<file path="src/rtl/dead_detect.sv">
`default_nettype none
// ============================================================================
//  Module   : dead_detect
//  Purpose  : Game-over detector for the bird-height datapath. Compares the
//             current bird height against ceiling/floor bounds every clock
//             and raises a sticky is_dead flag once the bird leaves the
//             playfield, plus a one-cycle dead_pulse on the 0->1 transition.
//  Ports    : clk        in   system clock, rising edge
//             rst_n      in   asynchronous active-low reset
//             restart    in   synchronous clear of the dead state (new game)
//             height     in   current bird height, unsigned pixels [WIDTH]
//             is_dead    out  sticky game-over flag, registered
//             dead_pulse out  one-cycle strobe when is_dead goes 0->1
//  Revision : 1.0  initial release
// ============================================================================
module dead_detect #(
    parameter int WIDTH      = 9,
    parameter int MIN_HEIGHT = 20,
    parameter int MAX_HEIGHT = 460
) (
    input  logic             clk,
    input  logic             rst_n,
    input  logic             restart,
    input  logic [WIDTH-1:0] height,
    output logic             is_dead,
    output logic             dead_pulse
);

    // Bounds reduced to the bus width so the compare is a plain unsigned
    // WIDTH-bit compare with no sign extension.
    localparam logic [WIDTH-1:0] c_min_height = MIN_HEIGHT[WIDTH-1:0];
    localparam logic [WIDTH-1:0] c_max_height = MAX_HEIGHT[WIDTH-1:0];

    // Reject bound settings that cannot be represented or are inverted.
    if ((MIN_HEIGHT < 0) || (MIN_HEIGHT > MAX_HEIGHT) ||
        (MAX_HEIGHT >= (1 << WIDTH))) begin : g_param_check
        $error("dead_detect: require 0 <= MIN_HEIGHT <= MAX_HEIGHT < 2**WIDTH");
    end

    typedef enum logic [0:0] {
        ST_ALIVE = 1'b0,
        ST_DEAD  = 1'b1
    } state_t;

    state_t r_state;
    state_t w_state_next;
    logic   r_dead_pulse;
    logic   w_pulse_next;
    logic   w_out_of_bounds;

    // Both bounds are legal (alive); only strictly outside is fatal.
    assign w_out_of_bounds = (height < c_min_height) || (height > c_max_height);

    always_comb begin
        w_state_next = r_state;
        w_pulse_next = 1'b0;
        if (restart) begin
            // restart wins over a simultaneous out-of-bounds height.
            w_state_next = ST_ALIVE;
        end else if ((r_state == ST_ALIVE) && w_out_of_bounds) begin
            w_state_next = ST_DEAD;
            w_pulse_next = 1'b1;
        end
    end

    always_ff @(posedge clk or negedge rst_n) begin
        if (!rst_n) begin
            r_state      <= ST_ALIVE;
            r_dead_pulse <= 1'b0;
        end else begin
            r_state      <= w_state_next;
            r_dead_pulse <= w_pulse_next;
        end
    end

    assign is_dead    = (r_state == ST_DEAD);
    assign dead_pulse = r_dead_pulse;

endmodule
`default_nettype wire

</file>
<file path="config.mk">
export PLATFORM = sky130hd
export DESIGN_NAME = dead_detect
export DESIGN_NICKNAME = d
export VERILOG_FILES = /design/src/rtl/dead_detect.sv
export SDC_FILE = /design/constraint.sdc
export NUM_CORES = 1
export LEC_CHECK = 0
export ABC_AREA = 1
export BUFFER_PORTS_ARGS = -buffer_cell sky130_fd_sc_hd__buf_2
export CAP_MARGIN = 0
export CELL_PAD_IN_SITES_DETAIL_PLACEMENT = 0
export CELL_PAD_IN_SITES_GLOBAL_PLACEMENT = 1
export CORE_AREA = 2 2 39 41
export DETAILED_ROUTE_END_ITERATION = 7
export DIE_AREA = 0 0 41 43
export PLACE_DENSITY = 0.46
export SKIP_LAST_GASP = 1
export SYNTH_ARGS = -nofsm -noshare
export SYNTH_HDL_FRONTEND = slang
export SYNTH_SLANG_ARGS = --single-unit
</file>
<file path="constraint.sdc">
create_clock -name clk -period 0.9 [get_ports clk]
set_input_delay 0.045 -clock clk [delete_from_list [all_inputs] [get_ports clk]]
set_output_delay 0.045 -clock clk [all_outputs]
set_load 0.01 [all_outputs]
</file>
==> results.md <==
* Post-synth top cells: 9 x nand2_1, 4 x inv_1, 3 x nor2_1
* # resized after CTS at 0
* Clk Tree Root Cell: clkbuf_4
* Die area at 0.00176 mm2
* Final WL at 359 um
* Endpoints failing hold at 0
* Vias in the first global route at 209
* Status: completed
* PnR worst setup slack at 0.0669 ns
* P_leak at 0.164 nW
* Largest net degree at the start of global routing at 4
* Fin. max-slew vios at 0
* Drt initial violations at 1
* Synth Net Count at 35
* CP arrival at 0.98 ns
* Asr flop ratio synth at 100%
* Core ar. at 0.00138 mm2
* Ranking of synthesized cells by area: dfrtp_1 36%, nand2_1 25%, inv_1 11%
* PD cells at 1360 mW/mm2
* Clock sink total at 2
* # DRC at 0
* #FFs+latches synth at 2
* GR Layer Usage met1 at 4.18%
* Area delta synth->final at 85.5%
* Design Power at 0.348 mW
* Chip Height at 43 um
* CP Max Fanout at 3
* Layout cells sized above 1 at 42.5%
* Clk Latency, worst-skew pair at 0.22 ns
* Syn Inst Count at 23
* Logic pwr share at 17.6%
* First-pass GRT wire length at 627 um
* Placed Area at 223 um2
* Diodes inserted at 0
* Share of the synthesized area in the top cell type at 36.4%
* Filler instances at 166
* Setup Total Neg Slack at 0 ns
* Vias at 190
* Maximum vdd drop at 0.298 mV
* Aggregate global-route resource usage at 5.52%
* CTS tree: done
* NetSw at 0.0725 mW
* Final core utilization at 18.4%
* Syn Area/Cell at 5.98 um2
* Detailed Place HPWL at 324 um
* Worst-Margin Slew at 0.114 ns
* Starting density of the core at 9.95%
* Final-stage net count at 54
* Row cnt at 14
* Number of max-cap violations at 0
* Post-synth EDFFs at 0
* Post-route ant nets at 0
* Drt wl/cell at 6.41 um
* Crit. End Element: flop
* Worst slack, placed at 0.0702 ns
* Post-route design area at 255 um2
* Clk slew on worst S/H paths at 0.03 ns
* Sequential area share after synthesis at 36.4%
* # H-tree levels at 1
* WP data required at 1.04 ns
* Synth area leader: dfrtp_1
* Post-Syn Area at 138 um2
* Initial antenna violation count at 0
* Clock Skew at 0.00120 ns
* Clk pwr share at 54.4%
* Final setup violation count at 0
* Reg power frac at 28.0%
* Placed cell count at 52
* Kind of critical path: reg -> reg
* Clock Tree Buf Depth at 2
* Tmin final at 0.833 ns
* Yosys warns at 0
* CP startpoint kind: flop
* Grt met2 use at 9.38%
* HP Class: in -> reg
* Rel. slew slack at 92.4%
* RSZ-0062 raised after global routing: false
* Register area at 50.0 um2
* Met3 GRT Util at 1.57%
* Max Freq at 1200 MHz
* Worst hold slack at 0.0745 ns
* DR vias/cell at 3.39
* Pre-antenna DRT Iters at 4
* Switching Share at 20.8%
* GRT overflow at 0
* Synth Flop Type: dfrtp_1
* I/O pin count at 14
* Area of the multi-input gates at 72.6 um2
* Most frequent cell after synthesis: nand2_1
* Non-filler instance count after layout at 56
* Routability congestion estimate at 0.676
* GRT busiest layer: met2
* Chip Width at 41 um
* Total CTS buffers at 3
* Synth unique cells at 9
* Internal power at 0.276 mW
* Crit share post-route at 92.6%
* IO Port Bufs at 13
## worst max-delay path, stage by stage, from the launching register on
cell and delay, ns:
dfrtp_1 0.37, or2_2 0.27, a21oi_1 0.11
## flip-flops by register name, summed over array words and instances (netlist names)
signal      count
dead_pulse      1
is_dead         1
## power by group through the flow
stage | Clock, mW | Combinational [mW] | Sequential, mW
floorplan | 0 | 0.0216 | 0.101
global placement | 0 | 0.0611 | 0.0980
detailed placement | 0 | 0.0595 | 0.0986
CTS | 0.202 | 0.0630 | 0.0978
global route | 0.200 | 0.0719 | 0.0985
finish | 0.189 | 0.0613 | 0.0977
## placed cells by master, fill, tap and decap left out
cell,instances
a21oi_1,1
or2_2,1
nor2_1,3
nand3_1,1
dlygate4sd3_1,1
buf_2,13
dfrtp_1,2
o21ai_1,1
and3_1,1
inv_1,4
clkbuf_4,3
nand2_1,9
## logic make-up after synthesis
logic type | after synthesis | share of synthesized area (%)
AND/OR/NAND/NOR | 15 | 45.5
buffers and inverters | 4 | 10.9
flip-flops | 2 | 36.4
AO/OA/AOI/OAI | 2 | 7.27
## routing by layer
| layer | up-vias | share of wire (%) |
|---|---|---|
| li1 | 105 | - |
| met1 | 83 | 33 |
| met2 | 2 | 65 |
| met3 | 0 | 2.2 |
| met4 | 0 | 0 |
| met5 | - | 0 |
## repair_timing
action,in CTS,in global routing
buffers inserted,0,0
hold buffers,1,0
hold endpoints to repair,2,0
## final timing paths
path / from / to / slack, ns / depth (start not counted)
worst min-delay path: restart / dead_pulse / 0.07 / 3
worst max-delay path: is_dead / dead_pulse / 0.07 / 2
min in group asynchronous: rst_n / dead_pulse / 0.14 / 2
worst min register to register: is_dead / is_dead / 0.49 / 2
max in group asynchronous: rst_n / is_dead / 0.66 / 2
worst max register to register: is_dead / dead_pulse / 0.07 / 2
## cell type report
class | count | share of cell area (%)
timing repair buffer | 14 | 29.4
clock buffer | 3 | 8.82
tap | 16 | 7.84
multi-input combinational | 17 | 28.4
inverter | 4 | 5.88
sequential | 2 | 19.6
Power figures use the tool's default switching activity.
